<file path="src/rtl/color_sel_reg.sv">
// rtl/color_sel_reg.sv - registered colour selector: sync, debounce, mode, frame-aligned commit, blanking
module color_sel_reg #(
  parameter int COLOR_W   = 3,
  parameter int DEB_COUNT = 250000,
  parameter int DEB_W     = 18
) (
  input  logic               clk,
  input  logic               reset_n,
  input  logic [COLOR_W-1:0] color_sw,
  input  logic [1:0]         mode,
  input  logic               frame_start,
  input  logic               video_on,
  output logic [COLOR_W-1:0] px_color,
  output logic               color_changed
);

  localparam logic [DEB_W-1:0] DEB_MAX = DEB_W'(DEB_COUNT - 1);

  typedef enum logic [1:0] {
    MODE_DIRECT = 2'b00,
    MODE_INVERT = 2'b01,
    MODE_AUTO   = 2'b10,
    MODE_BLACK  = 2'b11
  } mode_t;

  logic [COLOR_W-1:0] r_sync1;
  logic [COLOR_W-1:0] r_sync2;
  logic [COLOR_W-1:0] r_cand;
  logic [DEB_W-1:0]   r_cnt;
  logic [COLOR_W-1:0] r_stable;
  logic [COLOR_W-1:0] r_auto;
  logic [COLOR_W-1:0] r_committed;
  logic [COLOR_W-1:0] r_px;
  logic               r_changed;

  logic [COLOR_W-1:0] w_pending;
  mode_t              w_mode;

  assign w_mode = mode_t'(mode);

  always_ff @(posedge clk or negedge reset_n) begin
    if (!reset_n) begin
      r_sync1 <= '0;
      r_sync2 <= '0;
    end else begin
      r_sync1 <= color_sw;
      r_sync2 <= r_sync1;
    end
  end

  // Counter saturates at DEB_MAX so stable keeps being refreshed from the held candidate.
  always_ff @(posedge clk or negedge reset_n) begin
    if (!reset_n) begin
      r_cand   <= '0;
      r_cnt    <= '0;
      r_stable <= '0;
    end else if (r_sync2 != r_cand) begin
      r_cand <= r_sync2;
      r_cnt  <= '0;
    end else if (r_cnt < DEB_MAX) begin
      r_cnt <= r_cnt + 1'b1;
    end else begin
      r_stable <= r_cand;
    end
  end

  always_comb begin
    w_pending = '0;
    case (w_mode)
      MODE_DIRECT: w_pending = r_stable;
      MODE_INVERT: w_pending = ~r_stable;
      MODE_AUTO:   w_pending = r_auto;
      MODE_BLACK:  w_pending = '0;
      default:     w_pending = '0;
    endcase
  end

  // Commit uses pre-edge auto value; the increment shows up at the following frame.
  always_ff @(posedge clk or negedge reset_n) begin
    if (!reset_n) begin
      r_auto      <= '0;
      r_committed <= '0;
      r_changed   <= 1'b0;
    end else begin
      if (frame_start && (w_mode == MODE_AUTO)) begin
        r_auto <= r_auto + 1'b1;
      end
      if (frame_start) begin
        r_committed <= w_pending;
      end
      r_changed <= frame_start && (w_pending != r_committed);
    end
  end

  always_ff @(posedge clk or negedge reset_n) begin
    if (!reset_n) begin
      r_px <= '0;
    end else begin
      r_px <= video_on ? r_committed : '0;
    end
  end

  assign px_color      = r_px;
  assign color_changed = r_changed;

endmodule

</file>
<file path="config.mk">
export PLATFORM = sky130hd
export DESIGN_NAME = color_sel_reg
export DESIGN_NICKNAME = d
export VERILOG_FILES = /design/src/rtl/color_sel_reg.sv
export SDC_FILE = /design/constraint.sdc
export NUM_CORES = 1
export LEC_CHECK = 0
export CORE_MARGIN = 5
export CORE_UTILIZATION = 55
export CTS_CLUSTER_DIAMETER = 150
export CTS_CLUSTER_SIZE = 12
export DETAILED_ROUTE_END_ITERATION = 10
export PLACE_DENSITY = 0.83
export SYNTH_ARGS = -nofsm -noshare
export SYNTH_HDL_FRONTEND = slang
export SYNTH_SLANG_ARGS = --single-unit
</file>
<file path="constraint.sdc">
create_clock -name clk -period 4.7 [get_ports clk]
set_input_delay 0.94 -clock clk [delete_from_list [all_inputs] [get_ports clk]]
set_output_delay 0.94 -clock clk [all_outputs]
set_load 0.03 [all_outputs]
</file>
# == Word level (Yosys, flattened, before mapping) ==
# Cells that the tools add are included.
# word_totals
ramBits,0
in_bits,9
register_bits,40
latch_bits,0
n_memories,0
rom_bits,0
# classes
div_mod_pow,0
bitwise_logic,3
n_mux,4
order_cmp,1
n_reduce_logical,5
mul,0
shifts,0
n_addsub,2
n_eq_ne,5
# ops
operator,count
2-to-1 mux 18 bit,2
"adder 18 x 1 -> 18 bit, second input constant",1
"< comparator 18 bit, second input constant",1
one-hot mux 3 bit (4 select lines),1
!= test 3 bit,2
"equality test 2 bit, second input constant",2
"adder 3 x 1 -> 3 bit, second input constant",1
2-to-1 mux 3 bit,1
NOT 3 bit,1
"equality test 2 x 1 -> 1 bit, second input constant",1
logical AND 1 bit,2
zero test 2 bit,1
NOT 1 bit,2
AND reduction 2 bit,1
nonzero test 2 bit,1

# == Longest topological paths before layout ==
# logic_depth
depth_word,4
mapped_depth,6
depth_no_buf,5

# == Worst setup path before layout ==
# OpenSTA, ideal clock, no wires.
# synth_timing
kind,input to register
from,input port mode[1]
to,register r_changed (netlist: color_changed)
required_time_ps,4576
setup_time_ps,124
t_arrival_ps,1888
slack_ps,2689
path_stages,5
cell_sequence,clkbuf_1 -> mux2i_1 -> o22ai_1 -> xor2_1 -> o31a_1
# synth_via
elab_chain_cells,4
elab_cells_between_ends,7
classes_between,eq/ne: 4; mux: 1; reduce/logical: 2
# synth_rtl
item,line,text
"start, declared",10,"input logic [1:0] mode,"
"equality test 2 bit, or another cell as far along",69,case (w_mode)
one-hot mux 3 bit (4 select lines) *,69,
!= test 3 bit *,91,r_changed <= frame_start && (w_pending != r_committed);
logical AND 1 bit *,91,
"end signal, assigned",91,
"end, declared",34,logic r_changed;
# Every way passes the cells marked *; elsewhere a longest branch is shown, timed or not.
# A chain may end at the register's enable or synchronous reset.

# == Final worst setup path ==
# layout_timing
from,register r_changed (netlist: color_changed)
to,output port color_changed
# layout_lines
item,line,text
"end, declared",14,output logic color_changed
# No word-level cell between the ends.

==> out/qor.yml <==
timing:
  slew_violations: 0
  maximum_clock_skew_at_final_layout_ns: 0.007114
  setup_violations: 0
  setup_tns_ns: 0
  timing.final.crit_share_pct: 49.14
  time_the_worst_path_needs_with_i_o_delays_and_setup_ns: 2.310
  timing_hold_violations_final: 0
  grt_setup_unrepaired: "no"
  max_slew.worst_pin.slew_ns: 1.082
  max_clock_freq_mhz: 433.0
  relSlewSlack_pct: 27.84
floorplanning:
  row_count: 21
  floorplan.die.height_um: 69.34
  floorplan.core_area_mm2: 0.003363
  die_width_um: 69.34
  die_outline_area_mm2: 0.004808
  design.portCount: 13
  initial_core_util_pct: 57.59
yosys:
  synth_cell_types: 39
  ys_ff_latch: 40
  synth_area_per_cell_um2: 11.20
  postSynthCellCount: 173
  synth-seq-area-share_pct: 51.68
  total_standard_cell_area_after_synthesis_mm2: 0.001937
  yosys_warning_total: 0
  synth_fp_nets: 184
worst_hold_path:
  min-delay-start: "r_sync1[1]"
  whs_endpoint: "r_sync2[1]"
  hold_depth: 0
  timing.hold.worst.class: "reg -> reg"
finish:
  post_route_cells_drive_above_1_share_pct: 11.60
  finish.net_count: 192
  most-common-layout-cells: "40 x sky130_fd_sc_hd__dfrtp_1, 14 x sky130_fd_sc_hd__a21oi_1, 11 x sky130_fd_sc_hd__clkdlybuf4s50_1"
  area.growth.synth_to_final_pct: 9.044
  multi_input_comb_area_um2: 880.8
  final_common_cell: "sky130_fd_sc_hd__dfrtp_1"
  final-instance-count-excl-fill: 227
  final-seq-area_mm2: 0.001001
  antenna-diode-count: 0
  fillers: 298
  design_area_mm2: 0.002112
placement:
  post-dp-hpwl_mm: 2.546
  gp_congestion: 0.8504
  number_of_input_and_output_port_buffers_inserted: 12
  placement_stage_cell_area_mm2: 0.002062
  placed_cells_incl_taps: 220
detailed_routing:
  drt-vias-per-instance: 6.211
  drt-total-wl_mm: 3.639
  routed-via-count: 1410
  avgRoutedWirePerCell_um: 16.03
  ant_nets: 0
  drcViolationCount: 0
  drt-initial-drc-count: 78
  drt_first_pass_iters: 4
global_routing:
  met2_usage_pct: 24.47
  gr-usage-met3_pct: 4.058
  grt_pass1_vias: 1311
  overflow: 0
  initial_antenna_violation_count: 0
  grt_util_met1_pct: 20.11
  grt_first_pass_wirelength_mm: 6.085
  grt_use_total_pct: 15.56
  grt-busiest-layer: "met2"
  grt_max_degree: 41
pwr:
  vdd.ir_drop.worst_v: 0.0002564
  pwr_per_cell_area_mw_per_mm2: 305.3
  power.leakage_uw: 0.0008246
cts:
  clk_transition_reported_paths_ns: 0.11
  cts_tree: "done"
  cts_made_buffers: 5
  post_cts_buffers: 0
  cts_resized: 0
  clock_tree.buffer_depth: 2
  worstSkewPairLatency_ns: 0.35
  clkSinkCount: 40
  cts.root.buffer_cell: "sky130_fd_sc_hd__clkbuf_4"
  ctsHtreeMaxLevel: 2
  hold_buffers: 0
setup_path:
  count_of_buffer_and_inverter_cells_on_the_critical_path: 1
  cp.required_ns: 3.76
  critical_path.slowest_cell: "sky130_fd_sc_hd__clkdlybuf4s50_1"
  critical_path_fanout_max: 1
  timing.critical_path.arrival_ns: 1.37
  setup.worst_path.class: "reg -> out"
  worstReg2RegEnd: "r_cnt[16]"
  crit_path_start_kind: "register"
  critPathCaptureType: "output port"
  slowest_delay_ns: 0.67
  critical_path_depth: 1
  critical_path.reg2reg.startpoint: "r_cnt[1]"
  crit_chain: "clkdlybuf4s50_1"
  critical_path.top_delay_family: "buffers and inverters"
  r2r_setup_slack_ns: 2.43
  r2r_cells: 5
run:
  maxcap_viol_count: 0
outcome:
  run_status: "complete, no violations"
cells in the mapped netlist, drive strengths merged:
cell type  number  area [um2]
dfrtp          40        1001
inv             2       7.510
and3            2       12.51
nand2           6       22.52
a311oi          1       15.01
o21ai           4       20.02
ha              2       25.02
xor2           10       87.58
nand2b          2       12.51
o31ai           8       65.06
or4             7       52.55
nor2            6       22.52
and4            5       46.29
nand3b          1       7.510
nor3            1       5.000
nand3           7       35.03
nand4b          2       17.52
or3             3       18.77
o2111ai         1       8.760
o31a            1       8.760
a211oi          1       7.510
mux2            7       78.83
nand4           8       50.05
a21oi          15       78.83
o211ai          1       7.510
clkbuf          8       30.03
xnor2           3       26.28
o22ai           3       18.77
mux2i           4       40.04
a31oi           1       6.260
a311o           1       10.01
and2            4       25.02
nor4            3       48.80
buf             3       17.52
sequential cells by signal, summed over array words and instances, names as in the netlist:
register / cells
color_changed: 1
px_color: 3
r_auto: 3
r_cand: 3
r_cnt: 18
r_committed: 3
r_stable: 3
r_sync1: 3
r_sync2: 3
final cells by class:
class / instances / share of cell area (%)
Multi-Input combinational cell: 120 / 41.71
Timing Repair Buffer: 12 / 5.450
Sequential cell: 40 / 47.39
Tap cell: 46 / 2.725
Clock buffer: 5 / 1.777
Inverter: 2 / 0.3554
Clock inverter: 2 / 0.5924
worst max-delay path by stage:
| stage | start | endpoint |
|---|---|---|
| after floorplan | mode[1] | color_changed |
| after global placement | mode[1] | color_changed |
| after detailed placement | mode[1] | color_changed |
| after CTS | color_changed | color_changed |
| after global routing | r_cnt[0] | r_cnt[5] |
| final | color_changed | color_changed |
logic make-up after synthesis:
group | Yosys count | synth area share, %
and+or+nand+nor | 57 | 19.44
DFF | 40 | 51.68
AOI/OAI and AO/OA | 37 | 12.73
xor gates and xnor gates | 13 | 5.879
buffers and inverters | 13 | 2.843
muxes | 11 | 6.137
adders and majority gates | 2 | 1.292
through the flow:
stage / power (uW) / hold slack (ns) / utilization, % / setup slack [ns]
2_1_floorplan: 452.7 / 0.3312 / - / 2.689
3_3_place_gp: 483.5 / 0.3421 / 61.31 / 2.291
3_5_place_dp: 490.7 / 0.3410 / 61.31 / 2.207
4_1_cts: 650.5 / 0.3732 / 62.80 / 2.378
5_1_grt: 675.3 / 0.3742 / 62.80 / 2.194
6_report: 644.9 / 0.3676 / 62.80 / 2.390
metal layers:
| layer | vias to the layer above | wire length, um |
|---|---|---|
| li1 | 667 | - |
| met1 | 707 | 1639 |
| met2 | 31 | 1780 |
| met3 | 5 | 177 |
| met4 | 0 | 42 |
| met5 | - | 0 |
where the power goes:
group          internal (uW)  switching, uW  total (uW)  leakage, uW
Combinational           44.9           45.4        90.3     0.000275
Clock                   54.5            108         163    0.0000271
Sequential               372           20.4         392     0.000523
(Power assumes the default switching activity.)
